**src/rtl/stream_pattern_matcher_pkg.sv**
```systemverilog
// Shared types and default geometry for the stream pattern matcher.
// The top and interface take these defaults as parameter values.
package stream_pattern_matcher_pkg;

  localparam int DEF_SYM_W   = 8;
  localparam int DEF_MAX_LEN = 16;
  localparam int DEF_IDX_W   = 16;

  typedef enum logic {
    CFG,
    RUN
  } state_t;

  typedef logic [DEF_SYM_W-1:0] sym_t;

  typedef struct packed {
    sym_t sym;
    logic wild;
  } slot_t;

  // A pattern can only run if it has between 1 and max_len symbols.
  function automatic logic len_ok(input int unsigned len, input int unsigned max_len);
    return (len != 0) && (len <= max_len);
  endfunction

endpackage

```
**src/rtl/stream_pattern_matcher_if.sv**
```systemverilog
// Configuration, symbol stream and match report signals of the pattern matcher.
// The master drives the pattern and symbols; the slave (the matcher) reports matches.
interface stream_pattern_matcher_if
  import stream_pattern_matcher_pkg::*;
#(
  parameter int SYM_W   = DEF_SYM_W,
  parameter int MAX_LEN = DEF_MAX_LEN,
  parameter int IDX_W   = DEF_IDX_W
) ();

  localparam int ADDR_W = $clog2(MAX_LEN);
  localparam int LEN_W  = $clog2(MAX_LEN + 1);

  logic              cfg_we;
  logic [ADDR_W-1:0] cfg_addr;
  logic [SYM_W-1:0]  cfg_sym;
  logic              cfg_wild;
  logic [LEN_W-1:0]  cfg_len;
  logic              cfg_ovl;
  logic              start;
  logic              stop;
  logic              in_valid;
  logic              in_ready;
  logic [SYM_W-1:0]  in_sym;
  logic              match;
  logic [IDX_W-1:0]  match_idx;
  logic [IDX_W-1:0]  match_cnt;

  modport master (
    output cfg_we, cfg_addr, cfg_sym, cfg_wild, cfg_len, cfg_ovl,
    output start, stop, in_valid, in_sym,
    input  in_ready, match, match_idx, match_cnt
  );

  modport slave (
    input  cfg_we, cfg_addr, cfg_sym, cfg_wild, cfg_len, cfg_ovl,
    input  start, stop, in_valid, in_sym,
    output in_ready, match, match_idx, match_cnt
  );

endinterface

```
**src/rtl/stream_pattern_matcher_sym_history.sv**
```systemverilog
// Symbol history window: newest symbol at index 0, with a saturating fill count.
// Exposes the post-shift view so the caller can evaluate a match on the accepting edge.
module sym_history
  import stream_pattern_matcher_pkg::*;
#(
  parameter  int SYM_W   = DEF_SYM_W,
  parameter  int MAX_LEN = DEF_MAX_LEN,
  localparam int FILL_W  = $clog2(MAX_LEN + 1)
) (
  input  logic                            clk,
  input  logic                            rst,
  input  logic                            i_en,
  input  logic                            i_clr,
  input  logic [SYM_W-1:0]                i_sym,
  output logic [MAX_LEN-1:0][SYM_W-1:0]   o_nxt_hist,
  output logic [FILL_W-1:0]               o_nxt_fill
);

  logic [MAX_LEN-1:0][SYM_W-1:0] r_hist;
  logic [FILL_W-1:0]             r_fill;
  logic [MAX_LEN-1:0][SYM_W-1:0] w_nxt_hist;
  logic [FILL_W-1:0]             w_nxt_fill;

  assign w_nxt_hist = {r_hist[MAX_LEN-2:0], i_sym};
  assign w_nxt_fill = (r_fill == FILL_W'(MAX_LEN)) ? r_fill : r_fill + 1'b1;

  // NOTE: state updates use <= so every register samples pre-edge values, whatever the block order.
  always_ff @(posedge clk or negedge rst) begin
    if (!rst) begin
      r_hist <= '0;
      r_fill <= '0;
    end else if (i_clr) begin
      r_hist <= '0;
      r_fill <= '0;
    end else if (i_en) begin
      r_hist <= w_nxt_hist;
      r_fill <= w_nxt_fill;
    end
  end

  assign o_nxt_hist = w_nxt_hist;
  assign o_nxt_fill = w_nxt_fill;

endmodule

```
**src/rtl/stream_pattern_matcher.sv**
```systemverilog
// Scans a valid/ready symbol stream for a programmable pattern with per-slot wildcards,
// reporting one registered pulse per match plus a saturating match count.
module stream_pattern_matcher
  import stream_pattern_matcher_pkg::*;
#(
  parameter int SYM_W   = DEF_SYM_W,
  parameter int MAX_LEN = DEF_MAX_LEN,
  parameter int IDX_W   = DEF_IDX_W
) (
  input  logic                       clk,
  input  logic                       rst,
  stream_pattern_matcher_if.slave    bus
);

  localparam int ADDR_W = $clog2(MAX_LEN);
  localparam int LEN_W  = $clog2(MAX_LEN + 1);

  typedef struct packed {
    logic [SYM_W-1:0] sym;
    logic             wild;
  } pat_slot_t;

  state_t                        r_state;
  state_t                        w_state_nxt;
  pat_slot_t [MAX_LEN-1:0]       r_pat;
  logic [LEN_W-1:0]              r_len;
  logic                          r_ovl;
  logic [LEN_W-1:0]              r_supp;
  logic [IDX_W-1:0]              r_pos;
  logic                          r_match;
  logic [IDX_W-1:0]              r_match_idx;
  logic [IDX_W-1:0]              r_match_cnt;

  logic                          w_in_ready;
  logic                          w_cfg_wr;
  logic                          w_start_ok;
  logic                          w_accept;
  logic                          w_cmp_ok;
  logic                          w_hit;
  logic [MAX_LEN-1:0][SYM_W-1:0] w_nxt_hist;
  logic [LEN_W-1:0]              w_nxt_fill;

  always_ff @(posedge clk or negedge rst) begin
    if (!rst) r_state <= CFG;
    else      r_state <= w_state_nxt;
  end

  // NOTE: every output of this block gets a default first, so no path can infer a latch.
  always_comb begin
    w_state_nxt = r_state;
    w_in_ready  = 1'b0;
    w_cfg_wr    = 1'b0;
    w_start_ok  = 1'b0;
    case (r_state)
      CFG: begin
        w_cfg_wr = bus.cfg_we;
        if (bus.start && len_ok(32'(bus.cfg_len), MAX_LEN)) begin
          w_start_ok  = 1'b1;
          w_state_nxt = RUN;
        end
      end
      RUN: begin
        // Stop only changes the state; a symbol offered in the same cycle is still taken.
        w_in_ready = 1'b1;
        if (bus.stop) w_state_nxt = CFG;
      end
      default: w_state_nxt = CFG;
    endcase
  end

  assign w_accept = bus.in_valid & w_in_ready;

  // NOTE: the pattern store is small and must read as cleared after reset, so it is reset like any register.
  always_ff @(posedge clk or negedge rst) begin
    if (!rst) begin
      r_pat <= '0;
    end else if (w_cfg_wr) begin
      r_pat[bus.cfg_addr] <= '{sym: bus.cfg_sym, wild: bus.cfg_wild};
    end
  end

  sym_history #(
    .SYM_W   (SYM_W),
    .MAX_LEN (MAX_LEN)
  ) u_hist (
    .clk        (clk),
    .rst        (rst),
    .i_en       (w_accept),
    .i_clr      (w_start_ok),
    .i_sym      (bus.in_sym),
    .o_nxt_hist (w_nxt_hist),
    .o_nxt_fill (w_nxt_fill)
  );

  // Slot 0 is the oldest pattern symbol, so it lines up with hist[len-1].
  always_comb begin
    w_cmp_ok = (w_nxt_fill >= r_len);
    for (int k = 0; k < MAX_LEN; k++) begin
      if (k < int'(r_len)) begin
        if (!r_pat[ADDR_W'(int'(r_len) - 1 - k)].wild &&
            (w_nxt_hist[ADDR_W'(k)] != r_pat[ADDR_W'(int'(r_len) - 1 - k)].sym)) begin
          w_cmp_ok = 1'b0;
        end
      end
    end
  end

  assign w_hit = w_cmp_ok && (r_ovl || (r_supp == '0));

  always_ff @(posedge clk or negedge rst) begin
    if (!rst) begin
      r_len       <= '0;
      r_ovl       <= 1'b0;
      r_supp      <= '0;
      r_pos       <= '0;
      r_match     <= 1'b0;
      r_match_idx <= '0;
      r_match_cnt <= '0;
    end else begin
      r_match <= 1'b0;
      if (w_start_ok) begin
        r_len       <= bus.cfg_len;
        r_ovl       <= bus.cfg_ovl;
        r_supp      <= '0;
        r_pos       <= '0;
        r_match_cnt <= '0;
      end else if (w_accept) begin
        r_pos       <= r_pos + 1'b1;
        r_match     <= w_hit;
        r_match_idx <= r_pos;
        // Suppression blocks reports until the reported match has fully slid out of the window.
        if (w_hit && !r_ovl)      r_supp <= r_len - 1'b1;
        else if (r_supp != '0)    r_supp <= r_supp - 1'b1;
        if (w_hit && (r_match_cnt != '1)) r_match_cnt <= r_match_cnt + 1'b1;
      end
    end
  end

  assign bus.in_ready  = w_in_ready;
  assign bus.match     = r_match;
  assign bus.match_idx = r_match_idx;
  assign bus.match_cnt = r_match_cnt;

endmodule
```
**src/flat_wrapper.sv**
```systemverilog
// flat-port wrapper written by rule: the top's interface ports become plain ports
module stream_pattern_matcher_flat import stream_pattern_matcher_pkg::*;
#(
  parameter int SYM_W   = DEF_SYM_W,
  parameter int MAX_LEN = DEF_MAX_LEN,
  parameter int IDX_W   = DEF_IDX_W
)
  (clk, rst, bus_cfg_we, bus_cfg_addr, bus_cfg_sym, bus_cfg_wild, bus_cfg_len, bus_cfg_ovl, bus_start, bus_stop, bus_in_valid, bus_in_sym, bus_in_ready, bus_match, bus_match_idx, bus_match_cnt);
  stream_pattern_matcher_if #(.SYM_W(SYM_W), .MAX_LEN(MAX_LEN), .IDX_W(IDX_W)) bus_i ();
  input  logic clk;
  input  logic rst;
  input wire logic [$bits(bus_i.cfg_we)-1:0] bus_cfg_we;
  input wire logic [$bits(bus_i.cfg_addr)-1:0] bus_cfg_addr;
  input wire logic [$bits(bus_i.cfg_sym)-1:0] bus_cfg_sym;
  input wire logic [$bits(bus_i.cfg_wild)-1:0] bus_cfg_wild;
  input wire logic [$bits(bus_i.cfg_len)-1:0] bus_cfg_len;
  input wire logic [$bits(bus_i.cfg_ovl)-1:0] bus_cfg_ovl;
  input wire logic [$bits(bus_i.start)-1:0] bus_start;
  input wire logic [$bits(bus_i.stop)-1:0] bus_stop;
  input wire logic [$bits(bus_i.in_valid)-1:0] bus_in_valid;
  input wire logic [$bits(bus_i.in_sym)-1:0] bus_in_sym;
  output wire logic [$bits(bus_i.in_ready)-1:0] bus_in_ready;
  output wire logic [$bits(bus_i.match)-1:0] bus_match;
  output wire logic [$bits(bus_i.match_idx)-1:0] bus_match_idx;
  output wire logic [$bits(bus_i.match_cnt)-1:0] bus_match_cnt;
  assign bus_i.cfg_we = bus_cfg_we;
  assign bus_i.cfg_addr = bus_cfg_addr;
  assign bus_i.cfg_sym = bus_cfg_sym;
  assign bus_i.cfg_wild = bus_cfg_wild;
  assign bus_i.cfg_len = bus_cfg_len;
  assign bus_i.cfg_ovl = bus_cfg_ovl;
  assign bus_i.start = bus_start;
  assign bus_i.stop = bus_stop;
  assign bus_i.in_valid = bus_in_valid;
  assign bus_i.in_sym = bus_in_sym;
  assign bus_in_ready = bus_i.in_ready;
  assign bus_match = bus_i.match;
  assign bus_match_idx = bus_i.match_idx;
  assign bus_match_cnt = bus_i.match_cnt;
  stream_pattern_matcher #(.SYM_W(SYM_W), .MAX_LEN(MAX_LEN), .IDX_W(IDX_W)) u_core (.clk(clk), .rst(rst), .bus(bus_i));
endmodule
```
**config.mk**
```make
export PLATFORM = sky130hd
export DESIGN_NAME = stream_pattern_matcher_flat
export DESIGN_NICKNAME = d
export VERILOG_FILES = /design/src/rtl/stream_pattern_matcher_pkg.sv /design/src/rtl/stream_pattern_matcher_if.sv /design/src/rtl/stream_pattern_matcher_sym_history.sv /design/src/rtl/stream_pattern_matcher.sv /design/src/flat_wrapper.sv
export SDC_FILE = /design/constraint.sdc
export NUM_CORES = 1
export LEC_CHECK = 0
export BUFFER_PORTS_ARGS = -buffer_cell sky130_fd_sc_hd__buf_4
export CAP_MARGIN = 20
export CORE_ASPECT_RATIO = 1.2
export CORE_MARGIN = 2
export CORE_UTILIZATION = 28
export CTS_CLUSTER_DIAMETER = 50
export DETAILED_ROUTE_END_ITERATION = 8
export SETUP_SLACK_MARGIN = 0.05
export SKIP_LAST_GASP = 1
export SLEW_MARGIN = 15
export SYNTH_ARGS = -nofsm -noshare
export SYNTH_HDL_FRONTEND = slang
export SYNTH_SLANG_ARGS = --single-unit
```
**constraint.sdc**
```tcl
create_clock -name clk -period 8.4 [get_ports clk]
set_clock_uncertainty 0.2 [all_clocks]
set_input_delay 0.84 -clock clk [delete_from_list [all_inputs] [get_ports clk]]
set_output_delay 0.84 -clock clk [all_outputs]
set_load 0.1 [all_outputs]
```
After elaboration in Yosys (flattened, before gate mapping)
Index checks and enable logic that the tools add are counted.
W data, S select, Z words.

operators by class
  add/sub/neg operators = 21
  order comparisons = 36
  eq/ne operators = 18
  multiplexer cells = 105
  bitwise operators = 3
  reductions and logical operators = 49

operator list
  operator                 count
  $bmux W9 S4              16
  $mux W9                  33
  $mux W120                2
  $bwmux W144              1
  $lt A4 B6 Y1 const B     16
  $mux W16                 5
  $ne A8 B8 Y1             8
  $ne A8 B8 Y1 const A     8
  $lt A4 B5 Y1 const A     8
  $mux W1                  39
  $demux W9 S4             1
  $mux W5                  7
  $add A16 B1 Y16 const B  2
  $sub A4 B4 Y4 const B    8
  $logic_and A1 B1 Y1      22
  $lt A3 B5 Y1 const A     4
  $logic_not A1 Y1         17
  $ne A16 B16 Y1 const B   1
  $sub A4 B3 Y4 const B    4
  $lt A1 B5 Y1 const A     2
  $lt A2 B5 Y1 const A     2
  $reduce_bool A5 Y1       2
  $sub A5 B1 Y5 const B    2
  $sub A4 B1 Y4 const B    2
  15 further kinds         20

word-level totals
  bits in registers = 322
  input port bits = 33

Depth between registers and ports, before layout
  word-level depth = 43
  mapped depth = 28

Cells and area by module
A second synthesis with hierarchy kept.

unflattened totals
  cell total of the unflattened synthesis = 1,985
  area, all modules = 21,465.6 um^2

by module, submodules not included
  module                  instances  cells each  area an instance (um^2)  sequential area each (um^2)
  stream_pattern_matcher  1          1,555       16,279.4                 5,129.9
  sym_history             1          430         5,186.2                  3,128.0

Worst setup path after synthesis
No wires, ideal clock.

  path type = flip-flop to flip-flop
  start = register u_core.r_len[0]
  end = register u_core.r_match_cnt[7], in the netlist u_core.bus.match_cnt[7]
  library setup time = 0.078 ns
  arrival = 6.187 ns
  data required time = 8.122 ns
  slack = 1.935 ns
  stages on the path, launching flop included = 27
  path buffers = 12
  cells stage by stage = dfrtp_1 > buf_4 > buf_6 > buf_4 > inv_2 > buf_4 > buf_1 > ha_1 > buf_4 > buf_4 > buf_2 > buf_2 > buf_2 > inv_1 > ha_1 > buf_1 > xnor3_1 > clkbuf_1 > mux4_2 > xnor2_1 > nand4_1 > o21ai_1 > o31a_1 > o211a_1 > nand4_2 > or4_1 > a21oi_1

on the way
  cells in the longest elaborated chain, start to end = 42
  elaborated cells on any way between the ends = 165
  classes of those cells = add/sub: 16; order compare: 17; eq/ne: 16; mux: 80; reduce/logical: 36

ends and longest elaborated chain
  what                                                    line                           RTL
  from (decl)                                             stream_pattern_matcher.sv:26   logic [LEN_W-1:0] r_len;
  from (signal assigned)                                  stream_pattern_matcher.sv:122  r_len <= bus.cfg_len;
  branches (longest 37 deep; another with $sub A4 B1 Y4)  -
  $mux W1 (*)                                             stream_pattern_matcher.sv:99   if (k < int'(r_len)) begin
  $logic_and A1 B1 Y1 (*)                                 stream_pattern_matcher.sv:108  assign w_hit = w_cmp_ok && (r_ovl || (r_supp == '0));
  $logic_and A1 B1 Y1 (*)                                 stream_pattern_matcher.sv:134  if (w_hit && (r_match_cnt != '1)) r_match_cnt <= r_match_cnt + 1'b1;
  $reduce_bool A2 Y1 (no line) (*)                        -
  $reduce_and A2 Y1 (no line) (*)                         -
  to (signal assigned)                                    stream_pattern_matcher.sv:134
  to (decl)                                               stream_pattern_matcher.sv:32   logic [IDX_W-1:0] r_match_cnt;

Every way passes the cells marked *. The select of a mux whose other input is x is not followed.
A chain may end at the register's enable or synchronous reset.

Final worst setup path
Same ends and word-level chain as after synthesis.

==> impl_metrics.xml <==
<?xml version="1.0" encoding="UTF-8"?>
<metrics>
  <group name="timing">
    <metric name="clock.fmax" unit="GHz">0.143</metric>
    <metric name="finalSetupViolCount" unit="">0</metric>
    <metric name="timing_max_transition_violations_final" unit="">0</metric>
    <metric name="min_period_over_period" unit="%">83.3</metric>
    <metric name="period_needed" unit="ns">6.99</metric>
    <metric name="tightest_slew" unit="ns">1.13</metric>
    <metric name="slew_headroom" unit="%">24.1</metric>
    <metric name="finalSetupTns" unit="ns">0</metric>
    <metric name="rsz0062_at_grt" unit="">no</metric>
    <metric name="final_count_of_hold_timing_violations" unit="">0</metric>
  </group>
  <group name="critical_path">
    <metric name="cp_slowest_cell" unit="">dfrtp_4</metric>
    <metric name="regToRegEndpoint" unit="">u_core.bus.match_cnt[7]</metric>
    <metric name="critPathLaunchType" unit="">register</metric>
    <metric name="worstReg2RegStart" unit="">u_core.r_len[0]</metric>
    <metric name="reg2regPathDepth" unit="">15</metric>
    <metric name="required" unit="ns">8.64</metric>
    <metric name="largest_driver_fanout_on_the_critical_path" unit="">123</metric>
    <metric name="worst_setup_path_end_kind" unit="">register</metric>
    <metric name="timing.reg2reg.setup_slack" unit="ns">1.41</metric>
    <metric name="path_cells" unit="">inv_2 &gt; ha_4 &gt; buf_12 &gt; ha_1 &gt; nor2b_1 &gt; o22ai_1 &gt; a31oi_1 &gt; a2111oi_0 &gt; o21ai_0 &gt; nand4_1 &gt; nor4_1 &gt; o211a_1 &gt; nand4_2 &gt; or4_1 &gt; a21oi_1</metric>
    <metric name="critical_path.max_stage_delay" unit="ns">0.87</metric>
    <metric name="arrival" unit="ns">7.24</metric>
    <metric name="setup.worst_path.class" unit="">reg -&gt; reg</metric>
  </group>
  <group name="clock_tree">
    <metric name="tritoncts" unit="">done</metric>
    <metric name="hold_buffers_post_cts" unit="">0</metric>
    <metric name="h-tree-depth" unit="">2</metric>
    <metric name="clock_slew_at_the_register_clock_pins_of_the_worst_setup_and_hold_paths" unit="ns">0.06</metric>
    <metric name="cts-resized-gates" unit="">0</metric>
    <metric name="cts_root_buffer" unit="">clkbuf_16</metric>
    <metric name="clock_sink_count" unit="">266</metric>
    <metric name="clock_insertion_delay_worst_skew" unit="ns">0.53</metric>
    <metric name="cts_inserted_buffers" unit="">34</metric>
    <metric name="cts.repair_timing.setup_buffer_count" unit="">0</metric>
    <metric name="ctsLongestPathBuffers" unit="">3</metric>
  </group>
  <group name="placement">
    <metric name="post-dp-hpwl" unit="mm">39.9</metric>
    <metric name="numPortBuffers" unit="">66</metric>
    <metric name="gpl.final_weighted_congestion" unit="">0.937</metric>
  </group>
  <group name="route">
    <metric name="route.final.wire_length" unit="mm">54.6</metric>
    <metric name="wl_per_cell" unit="um">21.9</metric>
    <metric name="drc_errors" unit="">0</metric>
    <metric name="drt-vias-per-instance" unit="">5.47</metric>
    <metric name="drtIter0Drc" unit="">1090</metric>
    <metric name="route.antenna.remaining_nets" unit="">0</metric>
    <metric name="vias" unit="">13594</metric>
    <metric name="drtPass1Iterations" unit="">6</metric>
  </group>
  <group name="synth">
    <metric name="syn-mean-instance-area" unit="um2">10.9</metric>
    <metric name="ys_top_cells_by_count" unit="">nand2_1 (277), dfrtp_1 (266), mux2_2 (172)</metric>
    <metric name="ys_top_cells_by_area" unit="">dfrtp_1 (37%), mux4_2 (14%), mux2_2 (11%), mux2i_1 (7.6%), nand2_1 (5.9%)</metric>
    <metric name="synth.yosys.warnings" unit="">0</metric>
    <metric name="synth_seq_area_share" unit="%">37.5</metric>
    <metric name="async_reset_ff_share" unit="%">100</metric>
    <metric name="syn_area" unit="um2">17800</metric>
    <metric name="postSynthNetCount" unit="">1682</metric>
    <metric name="synth.lib_cells_used.distinct" unit="">65</metric>
    <metric name="syn-instance-count" unit="">1631</metric>
    <metric name="synth_flop_cell" unit="">dfrtp_1</metric>
    <metric name="synth_edf_count" unit="">0</metric>
    <metric name="synthMostInstantiatedCell" unit="">nand2_1</metric>
    <metric name="netlist.area_leader.share" unit="%">37.5</metric>
    <metric name="synth.largest_area_cell" unit="">dfrtp_1</metric>
    <metric name="synth_seq_cells" unit="">266</metric>
  </group>
  <group name="final_layout">
    <metric name="num_antenna_cells" unit="">0</metric>
    <metric name="synth_to_final_area_change" unit="%">13.3</metric>
    <metric name="post_route_cells_drive_above_1_share" unit="%">27.3</metric>
    <metric name="nets" unit="">1689</metric>
  </group>
  <group name="die">
    <metric name="num_rows" unit="">101</metric>
    <metric name="design.portCount" unit="">67</metric>
    <metric name="core_area" unit="um2">63100</metric>
    <metric name="die_area" unit="um2">65500</metric>
    <metric name="die_x" unit="um">234</metric>
    <metric name="die_y" unit="um">280</metric>
    <metric name="starting_density_of_the_core" unit="%">28.2</metric>
  </group>
  <group name="global_routing">
    <metric name="gr-total-overflow" unit="">0</metric>
    <metric name="antenna_found_initial" unit="">0</metric>
    <metric name="grt_pass1_wl" unit="mm">83.8</metric>
    <metric name="grt_usage" unit="%">16.6</metric>
    <metric name="grt_max_degree" unit="">124</metric>
    <metric name="first_global_vias" unit="">13490</metric>
  </group>
  <group name="pwr">
    <metric name="design_power_total" unit="mW">7.12</metric>
    <metric name="p_leak" unit="nW">8.30</metric>
    <metric name="power_density" unit="nW/um2">354</metric>
    <metric name="power.ir.vdd_worst" unit="mV">0.147</metric>
  </group>
  <group name="worst_hold_path">
    <metric name="timing.hold.worst.class" unit="">in -&gt; async</metric>
  </group>
  <group name="flow_run">
    <metric name="drv_cap" unit="">0</metric>
  </group>
  <group name="status">
    <metric name="status" unit="">finished, final reports clean</metric>
  </group>
</metrics>
cells by family after synthesis:
family,share of synthesized area (%)
compound gates,8.84
xor+xnor,3.54
fa+ha+maj,1.27
buf+inv,3.58
flops,37.5
mux,33.0
simple gates,12.3
worst max-delay path: cells and delay by family, from the launching register on:
family	cells	cell delay, ns
compound gates	6	1.85
simple gates	5	1.72
flops	1	0.87
fa+ha+maj	2	1.10
buf+inv	2	1.06
metrics by stage:
step	instances	setup WS (ns)	instance area [um2]	utilization, %	hold WS, ns
after detailed placement	2425	1.53	19000	30.1	0.264
final	2487	1.41	20100	31.9	0.140
after global routing	2487	0.923	20100	31.9	0.252
after global placement	2425	1.70	19000	30.1	0.268
after CTS	2486	1.51	20100	31.9	0.246
after floorplan	1631	1.94	17800	-	0.246
layout make-up:
cell class                      instances  area [um2]
Tap cell                              824        1030
Clock buffer                           42         952
Multi-Input combinational cell       1227       10500
Clock inverter                         19         200
Timing Repair Buffer                   86         686
Inverter                               23        86.3
Fill cell                            6275       42900
Sequential cell                       266        6660
registers in the layout, indices dropped and copies added, names as in the netlist:
name                      cells
u_core.bus.match              1
u_core.r_pos                 16
u_core.r_supp                 5
u_core.r_state                1
u_core.bus.match_cnt         16
u_core.u_hist.r_fill          5
u_core.r_ovl                  1
u_core.r_len                  5
u_core.r_pat                144
u_core.bus.match_idx         16
u_core.u_hist.o_nxt_hist     56
layout by cell type, fill, tap and decap left out, types with 9 or more instances in the layout:
master     synthesis  final
buf_4             18     83
clkbuf_16          0     35
o211ai_1          11     11
o31ai_1           12     12
or4_1             11     11
a21oi_1           34     34
mux4_2           114    114
nand4_1           24     24
a211oi_1          18     18
nor3_1            16     16
xor2_1             9      9
o21a_1             9      9
o21ai_0           98     98
xnor2_1           51     51
dfrtp_1          266    265
mux2_2           172    172
a221oi_1          10     10
inv_1             20     20
ha_1              18     17
nor2_1            35     35
mux2i_1          135    135
and3_1            12     11
and2_1            15     14
nand2_1          277    276
a22oi_1           16     16
or3_1             30     30
nand3_1           22     22
routing by layer:
layer	share of wire [%]	GRT usage, %	up-vias
li1	-	-	6086
met1	41	21.0	6996
met2	51	29.1	417
met3	5.0	2.20	95
met4	2.8	5.27	0
met5	0	0	-
worst max-delay path by stage:
stage                                from                        to  slack, ns  cells past startpoint
after detailed placement  u_core.r_len[0]   u_core.bus.match_cnt[7]       1.53                     15
after floorplan           u_core.r_len[0]   u_core.bus.match_cnt[7]       1.94                     26
final                     u_core.r_len[0]   u_core.bus.match_cnt[7]       1.41                     15
after CTS                 u_core.r_len[0]   u_core.bus.match_cnt[7]       1.51                     15
after global placement    u_core.r_len[0]   u_core.bus.match_cnt[7]       1.70                     15
after global routing      u_core.r_len[0]  u_core.bus.match_cnt[15]       0.92                     14
power by group:
group / total (mW) / leakage (nW) / switching, mW / internal, mW
clock network: 1.49 / 0.558 / 0.605 / 0.882
logic: 3.80 / 4.28 / 2.06 / 1.74
registers: 1.84 / 3.47 / 0.317 / 1.52
total: 7.12 / 8.30 / 2.98 / 4.15
No activity file was read; power rests on OpenSTA's default activity.
